--- config.mk ---
export PLATFORM = sky130hd
export DESIGN_NAME = cp0_exc_ctrl_flat
export DESIGN_NICKNAME = d
export VERILOG_FILES = /design/src/rtl/cp0_exc_ctrl_if.sv /design/src/rtl/cp0_exc_ctrl.sv /design/src/flat_wrapper.sv
export SDC_FILE = /design/constraint.sdc
export NUM_CORES = 1
export LEC_CHECK = 0
export CELL_PAD_IN_SITES_DETAIL_PLACEMENT = 1
export CELL_PAD_IN_SITES_GLOBAL_PLACEMENT = 1
export CORE_UTILIZATION = 30
export CTS_BUF_LIST = sky130_fd_sc_hd__clkbuf_4
export CTS_CLUSTER_DIAMETER = 150
export DETAILED_ROUTE_END_ITERATION = 7
export PLACE_DENSITY_LB_ADDON = 0.1
export SKIP_CTS_REPAIR_TIMING = 1
export SLEW_MARGIN = 20
export SYNTH_ARGS = -nofsm -noshare
export SYNTH_HDL_FRONTEND = slang
export SYNTH_SLANG_ARGS = --single-unit
--- constraint.sdc ---
create_clock -name clk -period 2.65 [get_ports clk]
set_clock_uncertainty 0.15 [all_clocks]
set_input_delay 0.795 -clock clk [delete_from_list [all_inputs] [get_ports clk]]
set_output_delay 0.795 -clock clk [all_outputs]
set_load 0.1 [all_outputs]
--- src/rtl/cp0_exc_ctrl_if.sv ---
// Register-access, source and redirection handshake bundle for cp0_exc_ctrl.
interface cp0_exc_ctrl_if #(
    parameter int N_IRQ  = 6,
    parameter int N_TRAP = 2
);
    logic              we;
    logic [4:0]        addr;
    logic [31:0]       wd;
    logic [31:0]       rd;
    logic [N_IRQ-1:0]  irq;
    logic [N_TRAP-1:0] trap;
    logic [31:0]       pcp4;
    logic              exc_req;
    logic              exc_ack;
    logic              eret;
    logic              exl;
    logic [31:0]       vector;

    modport master (
        output we, addr, wd, irq, trap, pcp4, exc_ack, eret,
        input  rd, exc_req, exl, vector
    );

    modport slave (
        input  we, addr, wd, irq, trap, pcp4, exc_ack, eret,
        output rd, exc_req, exl, vector
    );
endinterface

--- src/rtl/cp0_exc_ctrl.sv ---
// CP0 exception/interrupt controller: Status/Cause/EPC, sticky masked pending bits,
// req/ack redirection and ERET. Defining CP0_TIMER_EN adds Count (9) / Compare (11).
module cp0_exc_ctrl #(
    parameter int unsigned N_IRQ  = 6,
    parameter int unsigned N_TRAP = 2,
    parameter logic [31:0] VEC0   = 32'h0000_0180,
    parameter logic [31:0] VEC1   = 32'h0000_0200
) (
    input  logic          clk,
    input  logic          rst,
    cp0_exc_ctrl_if.slave bus
);
    localparam int unsigned N_SRC = N_TRAP + N_IRQ;
    localparam int unsigned LO    = 8;
    localparam int unsigned HI    = LO + N_SRC - 1;

    typedef enum logic [1:0] { S_IDLE, S_REQ, S_HANDLER } state_e;

    state_e           state_q, state_d;
    logic             ie_q, ie_d;
    logic             exl_q, exl_d;
    logic             iv_q, iv_d;
    logic             exc_req_q, exc_req_d;
    logic [N_SRC-1:0] mask_q, mask_d;
    logic [N_SRC-1:0] pend_q, pend_d;
    logic [N_SRC-1:0] clr, src;
    logic [31:0]      epc_q, epc_d;
    logic [N_IRQ-1:0] irq_eff;
    logic             wr_status, wr_cause, wr_epc;
    logic [4:0]       exc_code;
    logic [3:0]       src_id;
    logic             found;
    logic [31:0]      status_rd, cause_rd;

    assign wr_status = bus.we && (bus.addr == 5'd12);
    assign wr_cause  = bus.we && (bus.addr == 5'd13);
    assign wr_epc    = bus.we && (bus.addr == 5'd14);

`ifdef CP0_TIMER_EN
    logic [31:0] count_q, count_d;
    logic [31:0] compare_q, compare_d;
    logic        tflag_q, tflag_d;
    logic        wr_count, wr_compare;

    assign wr_count   = bus.we && (bus.addr == 5'd9);
    assign wr_compare = bus.we && (bus.addr == 5'd11);

    always_comb begin
        count_d          = wr_count ? bus.wd : count_q + 32'd1;
        compare_d        = wr_compare ? bus.wd : compare_q;
        tflag_d          = wr_compare ? 1'b0 : (tflag_q || (count_q == compare_q));
        irq_eff          = bus.irq;
        irq_eff[N_IRQ-1] = bus.irq[N_IRQ-1] | tflag_q;
    end

    always_ff @(posedge clk) begin
        if (rst) begin
            count_q   <= '0;
            compare_q <= '1;
            tflag_q   <= 1'b0;
        end else begin
            count_q   <= count_d;
            compare_q <= compare_d;
            tflag_q   <= tflag_d;
        end
    end
`else
    assign irq_eff = bus.irq;
`endif

    assign src = {irq_eff, bus.trap};

    always_comb begin
        mask_d    = mask_q;
        ie_d      = ie_q;
        iv_d      = iv_q;
        epc_d     = epc_q;
        state_d   = state_q;
        exl_d     = exl_q;
        clr       = '0;
        if (wr_status) begin
            mask_d = bus.wd[HI:LO];
            ie_d   = bus.wd[0];
        end
        if (wr_cause) begin
            iv_d = bus.wd[23];
            clr  = bus.wd[HI:LO];
        end
        // New sources win over W1C; the post-write mask zeroes disabled bits at once
        pend_d = ((pend_q & ~clr) | (src & mask_q)) & mask_d;
        if (wr_epc) epc_d = bus.wd;

        case (state_q)
            S_IDLE: begin
                if (ie_q && !exl_q && (pend_q != '0)) state_d = S_REQ;
            end
            S_REQ: begin
                if (bus.exc_ack) begin
                    state_d = S_HANDLER;
                    exl_d   = 1'b1;
                    epc_d   = bus.pcp4;
                end else if ((pend_q == '0) || !ie_q) begin
                    state_d = S_IDLE;
                end
            end
            S_HANDLER: begin
                if (bus.eret) begin
                    state_d = S_IDLE;
                    exl_d   = 1'b0;
                end
            end
            default: state_d = S_IDLE;
        endcase
        exc_req_d = (state_d == S_REQ);
    end

    always_ff @(posedge clk) begin
        if (rst) begin
            state_q   <= S_IDLE;
            ie_q      <= 1'b0;
            exl_q     <= 1'b0;
            iv_q      <= 1'b0;
            exc_req_q <= 1'b0;
            mask_q    <= '0;
            pend_q    <= '0;
            epc_q     <= '0;
        end else begin
            state_q   <= state_d;
            ie_q      <= ie_d;
            exl_q     <= exl_d;
            iv_q      <= iv_d;
            exc_req_q <= exc_req_d;
            mask_q    <= mask_d;
            pend_q    <= pend_d;
            epc_q     <= epc_d;
        end
    end

    // Source index 0 is bit 8; traps occupy the low indices so they win the SrcId scan
    always_comb begin
        if (pend_q[N_SRC-1:N_TRAP] != '0)     exc_code = 5'd0;
        else if (pend_q[N_TRAP-1:0] != '0)    exc_code = 5'd13;
        else                                  exc_code = 5'd10;
        src_id = '0;
        found  = 1'b0;
        for (int unsigned i = 0; i < N_SRC; i++) begin
            if (pend_q[i] && !found) begin
                src_id = 4'(i);
                found  = 1'b1;
            end
        end
    end

    always_comb begin
        status_rd         = '0;
        status_rd[HI:LO]  = mask_q;
        status_rd[1]      = exl_q;
        status_rd[0]      = ie_q;
        cause_rd          = '0;
        cause_rd[HI:LO]   = pend_q;
        cause_rd[6:2]     = exc_code;
        cause_rd[23]      = iv_q;
        cause_rd[27:24]   = src_id;
        case (bus.addr)
`ifdef CP0_TIMER_EN
            5'd9:    bus.rd = count_q;
            5'd11:   bus.rd = compare_q;
`endif
            5'd12:   bus.rd = status_rd;
            5'd13:   bus.rd = cause_rd;
            5'd14:   bus.rd = epc_q;
            default: bus.rd = '0;
        endcase
    end

    assign bus.exc_req = exc_req_q;
    assign bus.exl     = exl_q;
    assign bus.vector  = iv_q ? VEC1 : VEC0;
endmodule
--- src/flat_wrapper.sv ---
// flat-port wrapper written by rule: the top's interface ports become plain ports
module cp0_exc_ctrl_flat 
#(
    parameter int unsigned N_IRQ  = 6,
    parameter int unsigned N_TRAP = 2,
    parameter logic [31:0] VEC0   = 32'h0000_0180,
    parameter logic [31:0] VEC1   = 32'h0000_0200
)
  (clk, rst, bus_we, bus_addr, bus_wd, bus_irq, bus_trap, bus_pcp4, bus_exc_ack, bus_eret, bus_rd, bus_exc_req, bus_exl, bus_vector);
  cp0_exc_ctrl_if #(.N_IRQ(N_IRQ), .N_TRAP(N_TRAP)) bus_i ();
  input  logic clk;
  input  logic rst;
  input wire logic [$bits(bus_i.we)-1:0] bus_we;
  input wire logic [$bits(bus_i.addr)-1:0] bus_addr;
  input wire logic [$bits(bus_i.wd)-1:0] bus_wd;
  input wire logic [$bits(bus_i.irq)-1:0] bus_irq;
  input wire logic [$bits(bus_i.trap)-1:0] bus_trap;
  input wire logic [$bits(bus_i.pcp4)-1:0] bus_pcp4;
  input wire logic [$bits(bus_i.exc_ack)-1:0] bus_exc_ack;
  input wire logic [$bits(bus_i.eret)-1:0] bus_eret;
  output wire logic [$bits(bus_i.rd)-1:0] bus_rd;
  output wire logic [$bits(bus_i.exc_req)-1:0] bus_exc_req;
  output wire logic [$bits(bus_i.exl)-1:0] bus_exl;
  output wire logic [$bits(bus_i.vector)-1:0] bus_vector;
  assign bus_i.we = bus_we;
  assign bus_i.addr = bus_addr;
  assign bus_i.wd = bus_wd;
  assign bus_i.irq = bus_irq;
  assign bus_i.trap = bus_trap;
  assign bus_i.pcp4 = bus_pcp4;
  assign bus_i.exc_ack = bus_exc_ack;
  assign bus_i.eret = bus_eret;
  assign bus_rd = bus_i.rd;
  assign bus_exc_req = bus_i.exc_req;
  assign bus_exl = bus_i.exl;
  assign bus_vector = bus_i.vector;
  cp0_exc_ctrl #(.N_IRQ(N_IRQ), .N_TRAP(N_TRAP), .VEC0(VEC0), .VEC1(VEC1)) u_core (.clk(clk), .rst(rst), .bus(bus_i));
endmodule
---- Word-level counts from Yosys, hierarchy flattened ----
Index checks and enable logic that the tools add are counted.
storage, ports and cells
  register bits ........................... 54
  output and inout bits ................... 66
cells by class
  equality and inequality tests ........... 8
  mux-type cells .......................... 31
  bitwise operators ....................... 5
  reduce and logical (&&, ||, !) cells .... 29
operators by type and width
  cell                number
  $mux 32             3
  $pmux 32 s3         1
  $and 8x8->8         3
  $mux 8              2
  $eq 5x4->1 const B  3
  $mux 3              5
  $logic_and 1x1->1   12
  $mux 2              6
  $mux 1              10
  $mux 10             1
  $logic_not 1->1     9
  $logic_not 8->1     1
  $not 8->8           1
  $or 8x8->8          1
  $reduce_bool 8->1   1
  $pmux 2 s3          1
  $reduce_bool 6->1   1
  $mux 5              1
  $eq 2x1->1 const B  2
  $ne 2x2->1 const B  2
  $reduce_bool 2->1   2
  $reduce_and 3->1    1
  $eq 2x2->1 const B  1
  $logic_not 2->1     1
  2 further kinds     2

---- Depth between registers and ports, before layout ----
Gate-level depths: netlist of the first run.
  word-level depth ........................ 23
  gate-level depth with buffers ........... 5
  mapped depth without buffers ............ 3

---- Worst setup path before layout of the first run ----
No wires, ideal clock.
  kind .................................... input port to output port
  from .................................... input port bus_addr[4]
  to ...................................... output port bus_rd[2]
  arrival ................................. 3.447 ns
  data required time ...................... 1.705 ns
  slack ................................... -1.742 ns
  cell stages on the path ................. 3
  buffers on the path ..................... 0
  path through ............................ nor2_1 nand4_1 o32ai_1
between the ends
  word-level cells in the longest chain between the ends .. 2
RTL lines
  element        RTL line             RTL
  from (decl)    flat_wrapper.sv:14   input wire logic [$bits(bus_i.addr)-1:0] bus_addr;
  $eq 5x4->1     cp0_exc_ctrl.sv:164  case (bus.addr)
  $pmux 32 s3 *  cp0_exc_ctrl.sv:164
  to (decl)      flat_wrapper.sv:21   output wire logic [$bits(bus_i.rd)-1:0] bus_rd;
Every way passes the cells marked *; elsewhere a longest branch is shown, timed or not.

---- Worst setup path after layout of the first run ----
  from .................................... input port bus_addr[3]
  to ...................................... output port bus_rd[9]
The elaborated chain is that of the path after synthesis.

==> metrics.md, run 1 <==
| Metric | Value |
|---|---|
| DRT antenna net count | 0 |
| Peak supply drop | 0.1548 mV |
| Final period utilization | 110.5% |
| Net Sw Power | 0.5598 mW |
| Die Height | 105.4 µm |
| Total core area | 10320 µm² |
| Synthesized area | 3204 µm² |
| Initial antenna violation count | 0 |
| Synth Area in XOR/XNOR | 0% |
| Hold depth | 2 |
| Setup CP Type | in2out |
| Port buffer count | 118 |
| Top-count cell post-synth | dfxtp_1 |
| Worst-path fanout max | 7 |
| Post-layout minimum cycle time | 2929 ps |
| Ys flop type | dfxtp_1 |
| Area share of the largest cell type after synthesis | 33.74% |
| Fin Setup TNS | -7694 ps |
| H-tree Lvls | 2 |
| RSZ-0062 raised after global routing | yes |
| Adder-cell area share of the yosys netlist | 0% |
| Via count | 3550 |
| Clock Sinks | 54 |
| Max Freq | 0.3414 GHz |
| First-pass GRT wire length | 19130 µm |
| Die ar. | 11100 µm² |
| Status | complete, but fails checks |
| Worst min-delay path class | reg2reg |
| TritonCTS Buffers | 5 |
| Critical path endpoint category | output port |
| Final setup violation count | 32 |
| # IOs | 148 |
| Worst Setup Slack, final | -278.9 ps |
| Mux share of post-synthesis cell area | 0.3124% |
| Ranking of synthesized cells by area | dfxtp_1 (34%), a311oi_1 (8.7%), buf_4 (7.3%) |
| Internal power | 1.086 mW |
| Slew Limit Fails | 0 |
| Antenna diode count | 0 |
| CTS tree | built |
| DP Wirelength | 8757 µm |
| Slew margin rel. | 53.60% |
| Syn Area/Cell | 7.740 µm² |
| Pwr/cell area | 311.4 nW/µm² |
| Initial DRC count | 122 |
| Design Power | 1.646 mW |
| Clk_lat worst skew | 380 ps |
| Nets | 616 |
| Clk network pwr share | 23.3% |
| DR pass1 iterations | 6 |
| Unique cell type count in the Yosys netlist | 41 |
| Worst setup SP type | input port |
| FF+latch count, synth | 54 |
| Post-synth EDFFs | 0 |
| Ys async rst share | 0% |
| Register area share after synthesis | 33.74% |
| Grt total ovfl | 0 |
| WL per Instance | 18.33 µm |
| Main combinational cell family by area after synthesis | compound AO/OA/AOI/OAI gates |
| Slew at the pin with the worst max-slew slack | 695.9 ps |
| GPL Wtd Cong | 0.7581 |
| Synth Instances | 414 |
| Root buffer cell | clkbuf_4 |
| Worst endpoint data arrival time | 1980 ps |
| DRC | 0 |
| Static leakage | 1.928 nW |
| Vias in the first global route | 3659 |
| Initial core utilization | 31.04% |
| Clock slew at reported path FFs | 140 ps |
| Fin. Hold Viols | 0 |
| Simple-gate share of the synthesized area | 23.00% |
| Switching part of the total power | 34.02% |
| GRT Util Overall | 21.82% |
| Logic gate share of total power | 26.8% |
| Register share of total power | 49.8% |
| Violated checks | negative setup slack |
| Leading area contributor after synthesis | dfxtp_1 |
| Filler cells | 1173 |
| Largest net degree at the start of global routing | 51 |
| Reg2Reg Depth | 4 |
| Clock Path Buffers | 2 |
| Worst EP required | 1710 ps |
| Row count | 37 |
| Commonest cells post-synth | dfxtp_1 (54), o21ai_0 (44), nor2_1 (42), nand3_1 (34), a311oi_1 (32) |
| DRT Wirelength | 12280 µm |
| Layout cells sized above 1 | 25.09% |
| Layout area overhead | 64.94% |
| Post-synthesis compound-gate area fraction | 27.92% |
| Max Cap Viol | 0 |
| Die X | 105.4 µm |
| Post-Route Utilization | 51.19% |
| Synth Warn # | 0 |
| DR vias/cell | 5.299 |
==> through the flow <==
stage / setup slack [ps] / instance area, µm² / cells / hold WS, ps
floorplan: -246.3 / 3588 / 442 / 320.2
global placement: -649.9 / 5124 / 661 / 333.1
detailed placement: -712.2 / 5124 / 661 / 343.9
CTS: -717.8 / 5176 / 668 / 369.8
global route: -334.3 / 5285 / 670 / 391.6
finish: -278.9 / 5285 / 670 / 361.1
==> critical path: stages <==
cell and delay (ps):
buf_8 100, nand3b_1 240, nor2_4 100, buf_8 160, a221o_4 420, buf_12 170
==> per-layer routing <==
metal / track usage (%) / part of all wire [%] / wire, µm
met1: 28.93 / 46 / 5603
met2: 37.59 / 49 / 5999
met3: 2.783 / 4.5 / 554
met4: 4.829 / 0.99 / 121
met5: 0 / 0 / 0
==> layout make-up <==
cell class / instances / area (µm²) / area share [%]
Clock buffer: 7 / 52.55 / 0.9943
Sequential cell: 54 / 1081 / 20.45
Timing Repair Buffer: 154 / 1857 / 35.13
Inverter: 20 / 75.07 / 1.420
Multi-Input combinational cell: 299 / 2049 / 38.78
Tap cell: 136 / 170.2 / 3.220
==> power by group through the flow <==
stage	clock network (mW)	logic, mW	registers [mW]
final	0.384	0.442	0.820
after global routing	0.426	0.461	0.821
after CTS	0.402	0.431	0.820
after detailed placement	0	0.429	0.837
after global placement	0	0.427	0.837
after floorplan	0	0.287	0.836
==> cells in the final DEF (no fill, tap or decap), drive strengths merged, types with 6 or more instances in the layout <==
master	Yosys	final
clkbuf	19	7
a311oi	32	32
o21ai	51	51
nand2	12	12
clkdlybuf4s50	0	75
a221o	8	8
inv	20	20
conb	1	29
buf	50	79
a22oi	15	15
a21oi	6	6
and2	15	15
nor2	42	42
or4	7	7
nor3	9	9
nor2b	9	9
nand3	34	34
dfxtp	54	54
==> cells by family (layout without fill, tap and decap cells) <==
kind of cell    Yosys count  count (layout)
other cells               1              29
mux                       1               1
flops                    54              54
compound gates          126             126
simple gates            143             143
buf+inv                  89             181
==> flip-flops by register name, summed over array words and instances (netlist names) <==
register / cells
u_core.epc_q: 32
u_core.pend_q: 8
u_core.bus.exl: 1
u_core.mask_q: 8
u_core.iv_q: 1
u_core.bus.exc_req: 1
u_core.ie_q: 1
u_core.state_q: 2
==> final timing paths <==
path | start | endpoint | slack [ps]
max | bus_addr[3] | bus_rd[9] | -280
min | u_core.epc_q[31]$_SDFF_PP0_ | u_core.epc_q[31]$_SDFF_PP0_ | 360
max reg2reg | u_core.state_q[1]$_SDFF_PP0_ | u_core.epc_q[15]$_SDFF_PP0_ | 1140
min reg2reg | u_core.epc_q[31]$_SDFF_PP0_ | u_core.epc_q[31]$_SDFF_PP0_ | 360
(Power assumes the default switching activity.)
==> inputs of run 2 (changes only) <==
--- a/config.mk
+++ b/config.mk
@@ -5,6 +5,7 @@
 export SDC_FILE = /design/constraint.sdc
 export NUM_CORES = 1
 export LEC_CHECK = 0
+export ABC_CLOCK_PERIOD_IN_PS = 2650
 export CELL_PAD_IN_SITES_DETAIL_PLACEMENT = 1
 export CELL_PAD_IN_SITES_GLOBAL_PLACEMENT = 1
 export CORE_UTILIZATION = 30
==> results of run 2 <==
Same layout as run 1: the final DEF is identical, and so are final timing and power.
==> inputs of run 3 (changes only) <==
--- a/config.mk
+++ b/config.mk
@@ -8,8 +8,8 @@
 export ABC_CLOCK_PERIOD_IN_PS = 2650
 export CELL_PAD_IN_SITES_DETAIL_PLACEMENT = 1
 export CELL_PAD_IN_SITES_GLOBAL_PLACEMENT = 1
-export CORE_UTILIZATION = 30
-export CTS_BUF_LIST = sky130_fd_sc_hd__clkbuf_4
+export CORE_UTILIZATION = 29
+export CTS_BUF_LIST = sky130_fd_sc_hd__clkbuf_8 sky130_fd_sc_hd__clkbuf_16
 export CTS_CLUSTER_DIAMETER = 150
 export DETAILED_ROUTE_END_ITERATION = 7
 export PLACE_DENSITY_LB_ADDON = 0.1
==> run 3 against run 2 <==
- the flow still finishes with violations (negative setup slack)
- routed wire length up 2.5%
- register-to-register slack is essentially flat
- setup slack better by 11 ps
- combinational power increased by 3%
- global-route usage fell by 0.75 points
- worst hold slack worse by 2.0 ps
- die area up 3.4%
- core utilization is 0.75 points lower
- fmax rose by 0.39%
- clock power increased by 21%
- critical endpoint is now bus_rd[15]
- largest power group unchanged
- highest routed layer unchanged
==> metrics.md, run 3 (synthesis results as in run 1) <==
| Metric | Value |
|---|---|
| Hold depth | 2 (unchanged) |
| Grt total ovfl | 0 (unchanged) |
| RSZ-0062 raised after global routing | yes |
| Worst setup SP type | input port |
| Die Height | 107.1 µm (+1.7%) |
| Worst endpoint data arrival time | 1970 ps (about the same) |
| Non-Filler Instances | 677 (+1.0%) |
| Worst EP required | 1710 ps (about the same) |
| Final instance area | 5444 µm² (+3.0%) |
| Initial antenna violation count | 0 (unchanged) |
| Slew at the pin with the worst max-slew slack | 717.3 ps (+21.35 ps) |
| DRT Wirelength | 12590 µm (+2.5%) |
| Clock slew at reported path FFs | 90 ps (-50 ps) |
| Total core area | 10790 µm² (+4.5%) |
| Initial core utilization | 29.69% (-1.3 points) |
| FF/Latch Area | 1082 µm² (+0.12%) |
| Clock Path Buffers | 2 (unchanged) |
| Critical path endpoint category | output port |
| RR Startpoint | u_core.state_q[1]$_SDFF_PP0_ |
| Static leakage | 2.009 nW (+4.2%) |
| H-tree Lvls | 2 (unchanged) |
| Area of the multi-input gates | 2092 µm² (+2.1%) |
| CTS tree | built |
| GPL Wtd Cong | 0.7801 (+2.9%) |
| Reg2Reg Depth | 4 (unchanged) |
| R2r setup slk | 1130 ps (about the same) |
| Worst-path fanout max | 5 (-2) |
| Final period utilization | 110.1% (-0.42 points) |
| Worst path max stage delay | 400 ps (-20 ps) |
| Clk_lat worst skew | 310 ps (-70 ps) |
| Placed Area | 5156 µm² (+0.64%) |
| Worst hold start | u_core.epc_q[20]$_SDFF_PP0_ |
| Layout area overhead | 69.89% |
| Initial DRC count | 120 (-1.6%) |
| R2R Path End | u_core.epc_q[10]$_SDFF_PP0_ |
| Final setup violation count | 32 (unchanged) |
| Max Cap Viol | 0 (unchanged) |
| Most frequent cells in the layout | clkdlybuf4s50_1 (75), dfxtp_1 (53), o21ai_0 (44), buf_12 (41), nor2_1 (39) |
| Design Power | 1.738 mW (+5.6%) |
| Root buffer cell | clkbuf_8 |
| Post-layout minimum cycle time | 2918 ps (-11.25 ps) |
| Violated checks | negative setup slack |
| Port buffer count | 118 (unchanged) |
| Worst Hold End | u_core.epc_q[20]$_SDFF_PP0_ |
| Fin Setup TNS | -6825 ps (+869.0 ps) |
| Via count | 3532 (-0.51%) |
| Antenna diode count | 0 (unchanged) |
| First-pass GRT wire length | 18910 µm (-1.1%) |
| Vias in the first global route | 3525 (-3.7%) |
| Slew Limit Fails | 0 (unchanged) |
| Commonest non-fill, non-tap cell in the layout | clkdlybuf4s50_1 |
| Max Freq | 0.3427 GHz (+0.39%) |
| # IOs | 148 (unchanged) |
| Setup CP Type | in2out |
| WL per Instance | 18.60 µm (+1.5%) |
| Die ar. | 11470 µm² (+3.4%) |
| DR pass1 iterations | 6 (unchanged) |
| DR vias/cell | 5.217 (-1.5%) |
| Largest net degree at the start of global routing | 50 (-2.0%) |
| DP Wirelength | 8704 µm (-0.61%) |
| Placed Cells | 662 (+0.15%) |
| CP most frequent cell | buf_6 |
| Worst path slowest cell | a221o_4 |
| Largest Register | u_core.epc_q |
| DRT antenna net count | 0 (unchanged) |
| Fin. Hold Viols | 0 (unchanged) |
| Filler cells | 1238 (+5.5%) |
| Layout cells sized above 1 | 26.07% (+0.98 points) |
| TritonCTS Buffers | 5 (unchanged) |
| Pwr/cell area | 319.2 nW/µm² (+2.5%) |
| Status | complete, but fails checks |
| Slew margin rel. | 52.18% (-1.4 points) |
| Max reg flops | 32 (unchanged) |
| Peak supply drop | 0.1904 mV (+23%) |
| Die X | 107.1 µm (+1.7%) |
| Worst min-delay path class | reg2reg |
| Largest regs | u_core.epc_q x32, u_core.mask_q x8, u_core.pend_q x8 |
| Crit path cell chain | buf_6 > nand3b_1 > nor2_4 > buf_6 > buf_6 > a221o_4 > buf_12 |
| DP Worst Slack | -732.7 ps (-20.50 ps) |
| GRT Util Overall | 21.07% (-0.75 points) |
| DRC | 0 (unchanged) |
| Worst Setup Slack, final | -267.6 ps (+11.25 ps) |
| Nets | 619 (+0.49%) |
| Row count | 38 (+2.7%) |
| Clock Sinks | 54 (unchanged) |
run 3: changes by cell type in the layout (fill, tap and decap cells not counted), sizes merged:
cell | previous run | this run
clkbuf | 7 | 6
buf | 79 | 81
clkinvlp | 0 | 1
inv | 20 | 21
run 3: report_power, final:
group	switching, mW	leakage [nW]	internal [mW]	total, mW
clock	0.286	0.0414	0.179	0.464
sequential	0.00320	0.436	0.816	0.819
combinational	0.300	1.53	0.154	0.454
run 3: critical path, delay by kind of cell:
kind | cells | cell delay (ps)
simple gates | 2 | 250
compound gates | 1 | 400
buf+inv | 4 | 510
run 3: layout make-up:
cell class | instances | share of cell area [%]
clock buffers | 5 | 1.264
repair buffers | 157 | 35.62
well taps | 140 | 3.218
flip-flops and latches | 54 | 19.88
multi-input cells | 299 | 38.43
inverters | 20 | 1.379
clock inverters | 2 | 0.2068
run 3: how the worst max path moves through the flow:
stage | start | endpoint | slack, ps | cells after the start
5_1_grt | bus_addr[3] | bus_rd[15] | -290 | 7
3_3_place_gp | bus_addr[4] | bus_rd[11] | -640 | 6
2_1_floorplan | bus_addr[4] | bus_rd[2] | -250 | 3
6_report | bus_addr[3] | bus_rd[15] | -270 | 7
4_1_cts | bus_addr[4] | bus_rd[9] | -740 | 6
3_5_place_dp | bus_addr[4] | bus_rd[9] | -730 | 6
run 3: per-layer routing:
metal / share of wire, % / routed length (µm) / vias up / GRT usage, %
met2: 50 / 6341 / 95 / 37.14
met4: 0.80 / 101 / 0 / 4.012
met3: 3.8 / 475 / 11 / 2.432
met5: 0 / 0 / - / 0
met1: 45 / 5670 / 1729 / 27.66
li1: - / - / 1697 / -
run 3: per-stage QoR:
stage          utilization [%]  hold WS (ps)
2_1_floorplan                -         320.2
3_3_place_gp             47.77         333.1
3_5_place_dp             47.77         345.7
4_1_cts                  48.52         363.4
5_1_grt                  50.44         373.8
6_report                 50.44         359.1
